## config.mk

```make
export PLATFORM = sky130hd
export DESIGN_NAME = simon_decrypt_top_flat
export DESIGN_NICKNAME = d
export VERILOG_FILES = /design/src/rtl/simon_decrypt_if.sv /design/src/rtl/simon_decrypt_top.sv /design/src/flat_wrapper.sv
export SDC_FILE = /design/constraint.sdc
export NUM_CORES = 2
export LEC_CHECK = 0
export ABC_AREA = 0
export ABC_CLOCK_PERIOD_IN_PS = 11600
export CORE_MARGIN = 5
export CORE_UTILIZATION = 55
export DETAILED_ROUTE_END_ITERATION = 6
export PLACE_DENSITY = 0.79
export SLEW_MARGIN = 20
export SYNTH_ARGS = -nofsm -noshare
export SYNTH_HDL_FRONTEND = slang
export SYNTH_SLANG_ARGS = --single-unit
```

## constraint.sdc

```tcl
create_clock -name clk -period 11.6 [get_ports clk]
set_input_delay 1.16 -clock clk [delete_from_list [all_inputs] [get_ports clk]]
set_output_delay 1.16 -clock clk [all_outputs]
set_load 0.005 [all_outputs]
```

## src/rtl/simon_decrypt_if.sv

```systemverilog
// rtl/simon_decrypt_if.sv - start/done handshake bundle for the SIMON32/64 decrypt engine
interface simon_decrypt_if;
    logic        start;
    logic [63:0] key;
    logic [31:0] ciphertext;
    logic [31:0] plaintext;
    logic        busy;
    logic        done;

    modport master (
        output start, key, ciphertext,
        input  plaintext, busy, done
    );

    modport slave (
        input  start, key, ciphertext,
        output plaintext, busy, done
    );
endinterface

```

## src/rtl/simon_decrypt_top.sv

```systemverilog
// rtl/simon_decrypt_top.sv - SIMON32/64 decryption engine: key expansion then 32 inverse rounds
module simon_decrypt_top #(
    parameter int N = 16,
    parameter int M = 4,
    parameter int T = 32
) (
    input  logic           clk,
    input  logic           rst_n,
    simon_decrypt_if.slave bus
);
    // z0 sequence, index 0 is the leftmost bit
    localparam logic [61:0] Z0 = 62'b11111010001001010110000111001101111101000100101011000011100110;

    typedef enum logic [1:0] {
        ST_IDLE,
        ST_KEYGEN,
        ST_DECRYPT,
        ST_DONE
    } state_t;

    state_t state;
    state_t state_nxt;

    logic [N-1:0] rk [T];
    logic [N-1:0] x;
    logic [N-1:0] y;
    logic [4:0]   i;
    logic [5:0]   j;
    logic [31:0]  pt_q;
    logic         busy_q;
    logic         done_q;

    logic         load;
    logic         kg_en;
    logic         dec_en;
    logic         fin;

    logic [N-1:0] kg_a;
    logic [N-1:0] kg_b;
    logic [N-1:0] rk_new;
    logic [5:0]   z_idx;
    logic         z_bit;
    logic [N-1:0] f_y;
    logic [N-1:0] y_new;

    always_ff @(posedge clk or negedge rst_n) begin
        if (!rst_n) begin
            state <= ST_IDLE;
        end else begin
            state <= state_nxt;
        end
    end

    always_comb begin
        state_nxt = state;
        unique case (state)
            ST_IDLE:    if (bus.start) state_nxt = ST_KEYGEN;
            ST_KEYGEN:  if (i == 5'd31) state_nxt = ST_DECRYPT;
            ST_DECRYPT: if (j == 6'd0) state_nxt = ST_DONE;
            ST_DONE:    state_nxt = ST_IDLE;
            default:    state_nxt = ST_IDLE;
        endcase
    end

    always_comb begin
        load   = 1'b0;
        kg_en  = 1'b0;
        dec_en = 1'b0;
        fin    = 1'b0;
        unique case (state)
            ST_IDLE:    load   = bus.start;
            ST_KEYGEN:  kg_en  = 1'b1;
            ST_DECRYPT: dec_en = 1'b1;
            ST_DONE:    fin    = 1'b1;
            default:    load   = 1'b0;
        endcase
    end

    // Key expansion step for round key i, built from the three previously expanded words
    always_comb begin
        kg_a   = {rk[i - 5'd1][2:0], rk[i - 5'd1][15:3]} ^ rk[i - 5'd3];
        kg_b   = kg_a ^ {kg_a[0], kg_a[15:1]};
        z_idx  = 6'd61 - {1'b0, i - 5'd4};
        z_bit  = Z0[z_idx];
        rk_new = ~rk[i - 5'd4] ^ kg_b ^ {15'd0, z_bit} ^ 16'h0003;
    end

    always_comb begin
        f_y   = ({y[14:0], y[15]} & {y[7:0], y[15:8]}) ^ {y[13:0], y[15:14]};
        y_new = x ^ f_y ^ rk[j[4:0]];
    end

    always_ff @(posedge clk or negedge rst_n) begin
        if (!rst_n) begin
            for (int k = 0; k < T; k++) begin
                rk[k] <= '0;
            end
            x      <= '0;
            y      <= '0;
            i      <= '0;
            j      <= '0;
            pt_q   <= '0;
            busy_q <= 1'b0;
            done_q <= 1'b0;
        end else begin
            done_q <= 1'b0;
            if (load) begin
                for (int k = 0; k < M; k++) begin
                    rk[k] <= bus.key[k*N +: N];
                end
                x      <= bus.ciphertext[31:16];
                y      <= bus.ciphertext[15:0];
                i      <= 5'd4;
                busy_q <= 1'b1;
            end
            if (kg_en) begin
                rk[i] <= rk_new;
                if (i == 5'd31) begin
                    j <= 6'd31;
                end else begin
                    i <= i + 5'd1;
                end
            end
            if (dec_en) begin
                x <= y;
                y <= y_new;
                if (j == 6'd0) begin
                    pt_q <= {y, y_new};
                end else begin
                    j <= j - 6'd1;
                end
            end
            if (fin) begin
                done_q <= 1'b1;
                busy_q <= 1'b0;
            end
        end
    end

    assign bus.plaintext = pt_q;
    assign bus.busy      = busy_q;
    assign bus.done      = done_q;
endmodule

```

## src/flat_wrapper.sv

```systemverilog
// flat-port wrapper written by rule: the top's interface ports become plain ports
module simon_decrypt_top_flat 
#(
    parameter int N = 16,
    parameter int M = 4,
    parameter int T = 32
)
  (clk, rst_n, bus_start, bus_key, bus_ciphertext, bus_plaintext, bus_busy, bus_done);
  simon_decrypt_if bus_i ();
  input  logic clk;
  input  logic rst_n;
  input wire logic [$bits(bus_i.start)-1:0] bus_start;
  input wire logic [$bits(bus_i.key)-1:0] bus_key;
  input wire logic [$bits(bus_i.ciphertext)-1:0] bus_ciphertext;
  output wire logic [$bits(bus_i.plaintext)-1:0] bus_plaintext;
  output wire logic [$bits(bus_i.busy)-1:0] bus_busy;
  output wire logic [$bits(bus_i.done)-1:0] bus_done;
  assign bus_i.start = bus_start;
  assign bus_i.key = bus_key;
  assign bus_i.ciphertext = bus_ciphertext;
  assign bus_plaintext = bus_i.plaintext;
  assign bus_busy = bus_i.busy;
  assign bus_done = bus_i.done;
  simon_decrypt_top #(.N(N), .M(M), .T(T)) u_core (.clk(clk), .rst_n(rst_n), .bus(bus_i));
endmodule
```

# == After elaboration in Yosys (flattened, before gate mapping) ==
# Memories as Yosys holds them, arrays and structs flattened.
# Cells that the tools add are included.
# op_classes
eq_ne,7
muxes,40
add_sub_neg,6
bitwise,15
magnitude_cmp,7
n_reduce_logical,7
# op_table
cell,count
bitwise mux 512 bit,1
two-way mux 512 bit,1
binary-select mux 16 bit (select 5 bit),4
two-way mux 16 bit,13
XOR 16 bit,6
demux 16 bit (select 5 bit),1
two-way mux 64 bit,1
greater-or-equal comparator 6 bit (second input constant),5
inverter 5 -> 6 bit,5
two-way mux 6 bit,4
AND 16 bit,1
inverter 16 bit,1
XOR 16 x 1 -> 16 bit,1
two-way mux 5 bit,3
two-way mux 1 bit,8
case mux 2 bit (4 select lines),1
less-than comparator 6 x 7 -> 1 bit (second input constant),1
zero test 6 bit,1
less-than comparator 6 x 1 -> 1 bit (second input constant),1
two-way mux 2 bit,3
subtractor 6 x 1 -> 6 bit (second input constant),1
subtractor 6 x 5 -> 6 bit (first input constant),1
adder 5 x 1 -> 5 bit (second input constant),1
== test 5 bit (second input constant),1
other kinds (13),16
# word_totals
in_bits,99
regBits,591
elab_cells,123
n_memories,1
romBits,64
# memory_table
memory,depth,width,rd,rd_clocked_by_memory_dff,wr,line_no,rtl
(name not given),64,1,1,0,0,simon_decrypt_top.sv:84,z_bit = Z0[z_idx];

# == Logic depth before layout (Yosys ltp) ==
# depth
word_depth,12
mapped_depth,21
depth_no_buf,10

# == Worst setup path before layout ==
# Ideal clock, no wire load.
# synth_path
path_type,reg-to-reg
startpoint,register u_core.i[1]
endpoint,register with a tool-made name
n_path_buf,10
stages_incl_launch_ff,20
arrival_time_ps,4666
period_less_slack_ps,4790
required_ps,11476
path_slack_ps,6810
cell_sequence,dfrtp_1 -> clkbuf_1 -> clkbuf_1 -> buf_2 -> buf_2 -> inv_1 -> ha_1 -> buf_2 -> buf_4 -> buf_4 -> buf_4 -> buf_2 -> mux4_2 -> mux2i_1 -> o22ai_1 -> or4_1 -> a21oi_2 -> buf_4 -> nor4_1 -> a211o_1
# synth_lines
item,line_no,rtl
from (decl),simon_decrypt_top.sv:27,logic [4:0] i;
from (signal assigned),simon_decrypt_top.sv:121,i <= i + 5'd1;

==> results.cfg <==
[synth]
async_reset_ff_share_pct = 100.0
synthTopCellsByArea = dfrtp_1 (36%), mux4_2 (29%), nand2_1 (7.2%), o21ai_1 (3.4%), mux2i_1 (3.0%)
synth_seq_cells = 591
yosys.area.top_type = dfrtp_1
synth_enable_flop_cells = 0
synth-warning-count = 0
netlist_area_um2 = 40820
yosysTopAreaCellShare_pct = 36.23
synth_ff_type = dfrtp_1
syn_inst = 3589
synth_fp_nets = 3711
seq_area_frac_synth_pct = 36.23
syn_avg_cell_area_um2 = 11.37
synth_cell_types = 75

[worst_setup_path]
critical_path_required_ps = 12090
endpoint_kind = flop
r2r_start = u_core.i[0]
path_class = flop to flop
start_kind = flop
reg2reg_depth = 13
cp_max_fo = 56
critPathLaunch = u_core.i[0]
critPathArrivalTime_ps = 7360
ff2ff_setup_slack_ps = 4730

[global_route]
grt-ovfl-total = 0
grt_max_degree = 169
grt_pass1_vias = 33470
grt_usage_pct = 36.22
antenna_found_initial = 4
grt_pass1_wl_um = 216500

[place]
port_buffers = 132
place.gp.congestion = 1.038
hpwl_um = 93590

[clock_tree]
numCtsBuffers = 61
cts_resized = 0
clock_sinks = 591
cts_root_buf = clkbuf_16
clock_latency_ps = 670
path_clk_slew_ps = 70
cts_hold_buffers = 0
h-tree-depth = 2
cts_tree = built
post_cts_buffers = 0
cts_max_path_buffers = 3

[run]
max_cap_violations = 0

[sta]
setup_viol = 0
hold_viol = 0
final_max_slew_viol_count = 0
maxSlewHeadroom_pct = 19.82
rsz0062_at_grt = no
tightest_slew_ps = 1198
clock_skew_ps = 29.29
finalCriticalPeriod_ps = 6872
fmax_ghz = 0.1455
period_share_pct = 59.24
finalSetupTns_ps = 0

[route]
drt_iter0_markers = 6190
via_per_inst = 7.582
via_count = 34330
drc = 2
wl_um = 145900
routedWlPerCell_um = 32.21
ant_nets = 0
first_pass_iters = 7

[floorplanning]
start_util_pct = 55.66
core_um2 = 73330
die_w_um = 282.4
rows = 99
top_level_ports = 133
die-area_um2 = 79760
die_h_um = 282.4

[finish]
final_common_cell = nand2_1
finalNetCount = 3636
syn_to_final_growth_pct = 9.616
nFillCells = 5619
register_area_um2 = 14810
layout-drive-gt1-share_pct = 26.00
multi_input_area_um2 = 24370
final_cell_mix = nand2_1 (777), dfrtp_1 (584), mux4_2 (531), o21ai_1 (280), o21ai_0 (224)

[worst_hold_path]
hold_path_class = flop to flop

[outcome]
violations = design-rule violations
outcome = complete, but fails checks
[cell usage after synthesis, drive strengths merged (3+ instances only)]
cell and instances:
buf 185, clkbuf 185, nand4 14, a211oi 35
mux2 104, a2111oi 5, a221o 3, ha 23
a311oi 4, o22ai 8, a211o 28, o21ai 534
inv 17, a32oi 12, mux4 531, xnor2 54
a21boi 3, nor2 27, a22oi 7, a21oi 24
xnor3 11, xor2 33, nand3 88, and2 8
a22o 5, a31oi 28, o31ai 4, a41oi 6
nor3 15, nor2b 5, nor4 36, o211ai 4
and3 16, dfrtp 591, nand2 780, mux2i 123
[metrics by stage]
| step | setup slack, ps | cell area, um^2 | util (%) | hold WS (ps) | cells |
|---|---|---|---|---|---|
| floorplan | 6810 | 40820 | - | 482.0 | 3589 |
| global placement | 4902 | 42540 | 58.01 | 475.6 | 4410 |
| detailed placement | 4746 | 42540 | 58.01 | 489.6 | 4410 |
| CTS | 4744 | 44730 | 60.99 | 505.3 | 4525 |
| global route | 4318 | 44740 | 61.01 | 514.2 | 4525 |
| finish | 4728 | 44740 | 61.02 | 503.8 | 4528 |
[cell families (layout without fill, tap and decap cells)]
family / after synthesis / after routing / share of synthesized area, %
and+or+nand+nor: 1002 / 1002 / 10.14
DFF: 591 / 591 / 36.23
other: 0 / 3 / 0
muxes: 758 / 758 / 35.18
xor gates and xnor gates: 98 / 98 / 2.584
buffers and inverters: 388 / 365 / 4.601
adders and majority gates: 23 / 23 / 0.7050
AOI/OAI and AO/OA: 729 / 729 / 10.55
[routing by layer]
metal / up-vias / track usage [%] / share of wire, %
met5: - / 0 / 0.0089
met4: 2 / 24.70 / 9.3
met1: 16730 / 44.16 / 32
li1: 13460 / - / -
met2: 3230 / 52.03 / 43
met3: 910 / 16.25 / 16
[worst min-delay path by stage]
stage	to	cells after the start	slack [ps]	startpoint
finish	u_core.bus.plaintext[18]	1	500	u_core.bus.plaintext[18]
global route	u_core.bus.plaintext[8]	1	510	u_core.bus.plaintext[8]
CTS	u_core.bus.busy	2	510	u_core.bus.busy
detailed placement	u_core.bus.busy	2	490	u_core.bus.busy
global placement	u_core.bus.busy	2	480	u_core.bus.busy
floorplan	flop	2	480	flop
[worst max-delay path, cell delays in order, from the launching register on]
cell and delay (ps):
dfrtp_4 840, inv_2 450, ha_4 770, buf_4 690, buf_4 800, mux4_2 360
nand2_1 50, and3_1 220, o32ai_1 530, and3_1 290, nor2_2 50, buf_4 250
xnor3_2 1110, o21ai_1 180
[area by class of cell]
type	instances	area share, %
multi-input cells	2610	54.47
flip-flops and latches	591	33.10
repair buffers	232	4.698
clock buffers	93	4.133
well taps	959	2.682
clock inverters	22	0.7494
inverters	18	0.1510
diodes	3	0.01678
Power is not shown: default switching activity piles up to over one toggle a cycle in this logic, so the estimate is an artifact.
